--- config.mk ---
export PLATFORM = sky130hd
export DESIGN_NAME = unidade_controle_multiciclo
export DESIGN_NICKNAME = d
export VERILOG_FILES = /design/src/rtl/unidade_controle_multiciclo.sv
export SDC_FILE = /design/constraint.sdc
export NUM_CORES = 1
export LEC_CHECK = 0
export BUFFER_PORTS_ARGS = -buffer_cell sky130_fd_sc_hd__buf_2
export CORE_MARGIN = 2
export CORE_UTILIZATION = 51
export CTS_BUF_LIST = sky130_fd_sc_hd__clkbuf_2
export DETAILED_ROUTE_END_ITERATION = 8
export GPL_TIMING_DRIVEN = 0
export PLACE_DENSITY_LB_ADDON = 0.25
export SYNTH_ARGS = -nofsm -noshare
export SYNTH_HDL_FRONTEND = slang
export SYNTH_SLANG_ARGS = --single-unit
--- constraint.sdc ---
create_clock -name clk -period 2.8 [get_ports clk]
set_input_delay 0.7 -clock clk [delete_from_list [all_inputs] [get_ports clk]]
set_output_delay 0.7 -clock clk [all_outputs]
set_load 0.03 [all_outputs]
--- src/rtl/unidade_controle_multiciclo.sv ---
// Multi-cycle control unit for the RV64 datapath: BUSCA/DECODIFICA/EXECUTA/MEMORIA/ESCRITA sequencing.
// Optional feature: define RV_BRANCH_EN to accept BEQ/BNE; otherwise opcode 1100011 traps.
module unidade_controle_multiciclo #(
  parameter int MEM_LAT = 1
) (
  input  logic        clk,
  input  logic        rst,
  input  logic [31:0] instr,
  input  logic        zero,
  output logic        ir_load,
  output logic        pc_load,
  output logic [1:0]  pc_src,
  output logic        WeR,
  output logic        WeM,
  output logic [1:0]  wb_sel,
  output logic        imediato,
  output logic        subtraindo,
  output logic [2:0]  estado,
  output logic        illegal
);

  typedef enum logic [2:0] {
    BUSCA = 3'd0, DECODIFICA = 3'd1, EXECUTA = 3'd2,
    MEMORIA = 3'd3, ESCRITA = 3'd4, TRAVA = 3'd7
  } state_t;

  typedef enum logic [3:0] {
    C_NONE, C_ADD, C_SUB, C_ADDI, C_LD, C_SD, C_AUIPC,
    C_JAL, C_JALR, C_BEQ, C_BNE, C_ILL
  } class_t;

  state_t     state, state_nxt;
  class_t     cls, dec;
  logic [3:0] cnt;

  logic [6:0] opcode, f7;
  logic [2:0] f3;
  assign opcode = instr[6:0];
  assign f3     = instr[14:12];
  assign f7     = instr[31:25];

  // Register indices and immediates belong to the datapath, not to this unit.
  logic unused_fields;
  assign unused_fields = ^{instr[24:15], instr[11:7]};

  always_comb begin
    dec = C_ILL;
    case (opcode)
      7'b0110011: begin
        if (f3 == 3'b000 && f7 == 7'b0000000)      dec = C_ADD;
        else if (f3 == 3'b000 && f7 == 7'b0100000) dec = C_SUB;
      end
      7'b0010011: if (f3 == 3'b000) dec = C_ADDI;
      7'b0000011: if (f3 == 3'b011) dec = C_LD;
      7'b0100011: if (f3 == 3'b011) dec = C_SD;
      7'b0010111: dec = C_AUIPC;
      7'b1101111: dec = C_JAL;
      7'b1100111: if (f3 == 3'b000) dec = C_JALR;
`ifdef RV_BRANCH_EN
      7'b1100011: begin
        if (f3 == 3'b000)      dec = C_BEQ;
        else if (f3 == 3'b001) dec = C_BNE;
      end
`endif
      default: dec = C_ILL;
    endcase
  end

  always_ff @(posedge clk) begin
    if (rst) begin
      state <= BUSCA;
      cls   <= C_NONE;
      cnt   <= 4'd0;
    end else begin
      state <= state_nxt;
      if (state == DECODIFICA) cls <= dec;
      // Counter is reloaded in EXECUTA so it holds MEM_LAT-1 on entry to MEMORIA.
      if (state == EXECUTA)                     cnt <= 4'(MEM_LAT - 1);
      else if (state == MEMORIA && cnt != 4'd0) cnt <= cnt - 4'd1;
    end
  end

  always_comb begin
    state_nxt  = state;
    ir_load    = 1'b0;
    pc_load    = 1'b0;
    pc_src     = 2'd0;
    WeR        = 1'b0;
    WeM        = 1'b0;
    wb_sel     = 2'd0;
    imediato   = 1'b0;
    subtraindo = 1'b0;
    illegal    = 1'b0;
    case (state)
      BUSCA: begin
        ir_load   = 1'b1;
        state_nxt = DECODIFICA;
      end
      DECODIFICA: begin
        case (dec)
          C_AUIPC: state_nxt = ESCRITA;
          C_ILL:   state_nxt = TRAVA;
          default: state_nxt = EXECUTA;
        endcase
      end
      EXECUTA: begin
        state_nxt = BUSCA;
        case (cls)
          C_ADD:  state_nxt = ESCRITA;
          C_SUB:  begin subtraindo = 1'b1; state_nxt = ESCRITA; end
          C_ADDI: begin imediato = 1'b1;   state_nxt = ESCRITA; end
          C_LD:   begin imediato = 1'b1;   state_nxt = MEMORIA; end
          C_SD:   state_nxt = MEMORIA;
          C_JAL:  begin WeR = 1'b1; wb_sel = 2'd2; pc_load = 1'b1; pc_src = 2'd1; end
          C_JALR: begin WeR = 1'b1; wb_sel = 2'd2; pc_load = 1'b1; pc_src = 2'd2; end
          C_BEQ:  begin subtraindo = 1'b1; pc_load = 1'b1; pc_src = zero ? 2'd3 : 2'd0; end
          C_BNE:  begin subtraindo = 1'b1; pc_load = 1'b1; pc_src = zero ? 2'd0 : 2'd3; end
          default: ;
        endcase
      end
      MEMORIA: begin
        if (cnt == 4'd0) begin
          if (cls == C_SD) begin
            WeM       = 1'b1;
            pc_load   = 1'b1;
            state_nxt = BUSCA;
          end else begin
            state_nxt = ESCRITA;
          end
        end
      end
      ESCRITA: begin
        WeR       = 1'b1;
        pc_load   = 1'b1;
        state_nxt = BUSCA;
        case (cls)
          C_LD:    wb_sel = 2'd1;
          C_AUIPC: wb_sel = 2'd3;
          default: wb_sel = 2'd0;
        endcase
      end
      TRAVA: illegal = 1'b1;
      default: state_nxt = BUSCA;
    endcase
    // Reset masks every output so an aborted instruction commits nothing.
    if (rst) begin
      ir_load    = 1'b0;
      pc_load    = 1'b0;
      pc_src     = 2'd0;
      WeR        = 1'b0;
      WeM        = 1'b0;
      wb_sel     = 2'd0;
      imediato   = 1'b0;
      subtraindo = 1'b0;
      illegal    = 1'b0;
    end
  end

  assign estado = state;

endmodule

Word-level counts from Yosys, hierarchy flattened
Cells that the tools add are included.
{"block": "classes", "reduce_logical": 16, "eq_ne": 27, "n_bitwise": 1, "mux": 41, "n_addsub": 1}
{"operator": "$pmux W4 S7", "n": 1}
{"operator": "$eq A7 B6 Y1 const B", "n": 3}
{"operator": "$eq A4 B3 Y1 const B", "n": 5}
{"operator": "$mux W4", "n": 5}
{"operator": "$mux W1", "n": 18}
{"operator": "$eq A4 B4 Y1 const B", "n": 4}
{"operator": "$pmux W3 S5", "n": 1}
{"operator": "$eq A7 B5 Y1 const B", "n": 2}
{"operator": "$eq A7 B7 Y1 const B", "n": 2}
{"operator": "$mux W2", "n": 7}
{"operator": "$pmux W3 S2", "n": 2}
{"operator": "$eq A3 B2 Y1 const B", "n": 3}
{"operator": "$eq A4 B2 Y1 const B", "n": 2}
{"operator": "$pmux W2 S2", "n": 2}
{"operator": "$pmux W2 S4", "n": 1}
{"operator": "$reduce_or A2 Y1", "n": 4}
{"operator": "$eq A7 B2 Y1 const B", "n": 1}
{"operator": "$logic_not A7 Y1", "n": 1}
{"operator": "$eq A3 B3 Y1 const B", "n": 2}
{"operator": "$logic_not A3 Y1", "n": 2}
{"operator": "$mux W3", "n": 2}
{"operator": "$reduce_or A3 Y1", "n": 2}
{"operator": "$eq A4 B1 Y1 const B", "n": 1}
{"operator": "$logic_not A4 Y1", "n": 1}
{"operator": "10 further kinds", "n": 12}
{"block": "totals", "elab_cells": 89, "register_bits": 11, "output_inout_bits": 14, "inputBits": 35}

Depth between registers and ports, before layout
{"block": "depth", "depth_word": 8, "depth_mapped": 8, "mapped_depth_nobuf": 7}

Least setup slack after synthesis
Ideal clock, no wire load.
{"block": "synth_path", "path_kind": "register to output", "startpoint": "reg state[1] (netlist: estado[1])", "endpoint": "out pc_src[1]", "required_time_ns": 2.100, "path_slack_ns": 0.033, "stages_incl_launch_ff": 6, "t_arrival_ns": 2.067, "n_path_buf": 1, "path_cell_list": "dfxtp_1 > clkbuf_1 > and2b_1 > nor2b_1 > nand2b_1 > a211oi_1"}
{"block": "synth_via", "elab_chain_cells": 3}
{"item": "from (decl)", "line": "32", "rtl": "state_t state, state_nxt;"}
{"item": "from (signal assigned)", "line": "75", "rtl": "state <= state_nxt;"}
{"item": "$eq A3 B2 Y1", "line": "94", "rtl": "case (state)"}
{"item": "$mux W2", "line": "94"}
{"item": "$mux W2", "line": "146", "rtl": "if (rst) begin"}
{"item": "to (decl)", "line": "12", "rtl": "output logic [1:0] pc_src,"}
Every way passes these cells.

Final worst setup path
{"block": "layout_path", "startpoint": "reg cnt[0]", "endpoint": "out pc_load"}
{"block": "layout_via", "elab_chain_cells": 4}
{"item": "from (decl)", "line": "34", "rtl": "logic [3:0] cnt;"}
{"item": "from (signal assigned)", "line": "78", "rtl": "if (state == EXECUTA) cnt <= 4'(MEM_LAT - 1);"}
{"item": "from (signal assigned)", "line": "79", "rtl": "else if (state == MEMORIA && cnt != 4'd0) cnt <= cnt - 4'd1;"}
{"item": "$logic_not A4 Y1", "line": "122", "rtl": "if (cnt == 4'd0) begin"}
{"item": "$mux W1", "line": "122"}
{"item": "$pmux W1 S3", "line": "94"}
{"item": "$mux W1", "line": "146"}
{"item": "to (decl)", "line": "11", "rtl": "output logic pc_load,"}
Every way passes these cells.

==> qor.txt <==
Die ar. - 2410 sq um
crit start category - flop
Pins Over Slew Limit - 0
Synth Area in Adders - 1.20%
Max Cap Viol - 0
die height - 49.1 um
Period minus WS final - 2700 ps
Post-synth EDFFs - 0
Setup CP Type - reg2out
final cell count without fillers - 206
Inst Count DP - 203
Peak VDD IR - 0.418 mV
Die X - 49.1 um
WP data required - 2100 ps
Hold Vio Cnt, Final - 0
Overflow after GRT - 0
pin count of the biggest net entering global routing - 11
Critical path buffers and inverters - 2
row cnt - 16
Clock Latency Late Sink - 250 ps
status - finished clean
simple-gate share of the synthesized area - 41.8%
most frequent cells in the layout - 33 x buf_2, 22 x nor2_1, 11 x a21oi_1, 11 x dfxtp_1, 10 x nor3_1
final setup fails - 0
Max-slew headroom - 68.2%
CTS Buf Count - 3
Total Neg Setup Slack - 0 ps
GPL Wtd Cong - 0.823
Clock Sinks - 11
initial antenna violation count - 0
root buf cell - clkbuf_2
router iterations before antenna repair - 4
Syn. warnings - 0
FILL cells - 183
clk_skew - 6.98 ps
worst min-delay path category - reg2reg
Wirelength per Cell - 11.9 um
Crit. End Element - primary output
# DRC - 0
post-synthesis compound-gate area fraction - 25.5%
final worst path period share - 96.5%
Final WS setup - 97.1 ps
number of I/O pins - 49
WHS - 516 ps
synthesized area - 1040 sq um
vias per std cell - 5.62
CP peak stage delay - 500 ps
share of post-route cells with drive strength above 1 - 27.9%
final HPWL from detailed placement - 1990 um
pre-CTS WS - 377 ps
post-layout util - 64.4%
CP max FO - 4
maximum clock insertion buffer count - 2
Mapped Nets - 180
DRT iter0 DRCs - 29
Post-synth top flop - dfxtp_1
gr usage total - 22.5%
Total Nets Final - 216
largest family of logic cells by synthesized area - simple AND/OR/NAND/NOR gates
synth unique cells - 46
Initial Utilization - 53.5%
Seq cells post-synth - 11
fmax - 0.370 GHz
# diodes - 0
Worst-path clk slew - 100 ps
CTS tree - done
Post-DRT Antenna Nets - 0
Crit-path slowest cell - or3b_2
portion of netlist area occupied by mux cells - 0%
Area Overhead vs Synth - 20.5%
Final Total Pwr - 0.808 mW
xor/xnor share of the synthesized area - 2.53%
fin area - 1250 sq um
asr flop ratio synth - 0%
DRT Wirelength - 2450 um
Cell Chain, Critical Path - inv_1 -> ha_1 -> or3b_2 -> or3_1 -> a21oi_1 -> buf_2
Avg Cell Area, Syn - 7.21 sq um
most common cell after layout, fill and taps aside - buf_2
Worst Path Arrival - 2000 ps
RSZ-0062 raised after global routing - no
port bufs - 32
Leak Pwr - 0.517 nW
Via Count - 1,158
Max H-tree Level - 1
vias in the first global route - 1,063
cells after synthesis - 144
share of the yosys chip area belonging to registers - 21.2%
global-route wire length before repair - 4440 um
Least-Margin Pin Slew - 473 ps
core area - 1940 sq um
largest delay contributor family on the critical path - simple AND/OR/NAND/NOR gates
dpl cell area - 1230 sq um
Power Dens Cells - 645 nW/um^2
tightest hold or removal path, cell delays in order, from the launching register on:
cell and delay, ps:
dfxtp_1 330, nor2_1 100, a211oi_1 50
final timing paths:
| kind | start | end | slack (ps) | depth (start not counted) |
|---|---|---|---|---|
| worst max-delay path | cnt[0] | pc_load | 100 | 6 |
| worst min-delay path | cnt[1] | cnt[1] | 520 | 2 |
| worst max register to register | cnt[0] | cnt[2] | 990 | 8 |
| worst min register to register | cnt[1] | cnt[1] | 520 | 2 |
logic make-up (layout without fill, tap and decap cells):
group / count (synthesis) / after routing
simple gates: 76 / 76
compound gates: 39 / 39
buf+inv: 14 / 49
flops: 11 / 11
xor+xnor: 3 / 3
fa+ha+maj: 1 / 1
registers in the layout (all words and copies together) (netlist names):
name	flops
cls	4
cnt	4
estado	3
cells in the mapped netlist (2+ instances only):
cell type	n	area, sq um
xnor2_1	2	17.5
clkbuf_1	4	15.0
o22ai_1	2	12.5
nand2_1	5	18.8
nand3b_1	2	15.0
a21o_1	2	15.0
o21ai_0	6	30.0
or3_1	3	18.8
nand2b_1	4	25.0
nor4_1	6	37.5
buf_6	3	33.8
and3b_1	2	17.5
nor3_1	10	50.1
a211oi_1	7	52.6
nor2b_1	6	37.5
a21oi_1	11	55.1
dfxtp_1	11	220
or2_2	2	12.5
nor2_1	22	82.6
inv_1	5	18.8
nand3_1	4	20.0
where the power goes:
part           switching (mW)  total, mW  leakage (nW)  internal, mW
combinational           0.289      0.474         0.410         0.185
clock                  0.0502     0.0882        0.0166        0.0380
sequential             0.0483      0.245        0.0901         0.197
area by class of cell:
type / count / area (sq um) / area share (%)
Buffer: 8 / 57.6 / 4.60
Clock buffer: 4 / 20.0 / 1.60
Inverter: 5 / 18.8 / 1.50
Multi-Input combinational cell: 119 / 741 / 59.2
Sequential cell: 11 / 220 / 17.6
Tap cell: 27 / 33.8 / 2.70
Timing Repair Buffer: 32 / 160 / 12.8
metal layers:
layer / global-route usage [%] / part of all wire (%)
met1: 28.5 / 46
met2: 39.2 / 48
met3: 3.68 / 4.2
met4: 6.19 / 1.1
met5: 0 / 0
timing repair:
action                     4_1_cts  5_1_grt
resized for setup                0        1
setup buffers                    0        0
setup endpoints to repair        0        7
hold buffers                     0        0
No activity file was read; power rests on OpenSTA's default activity.
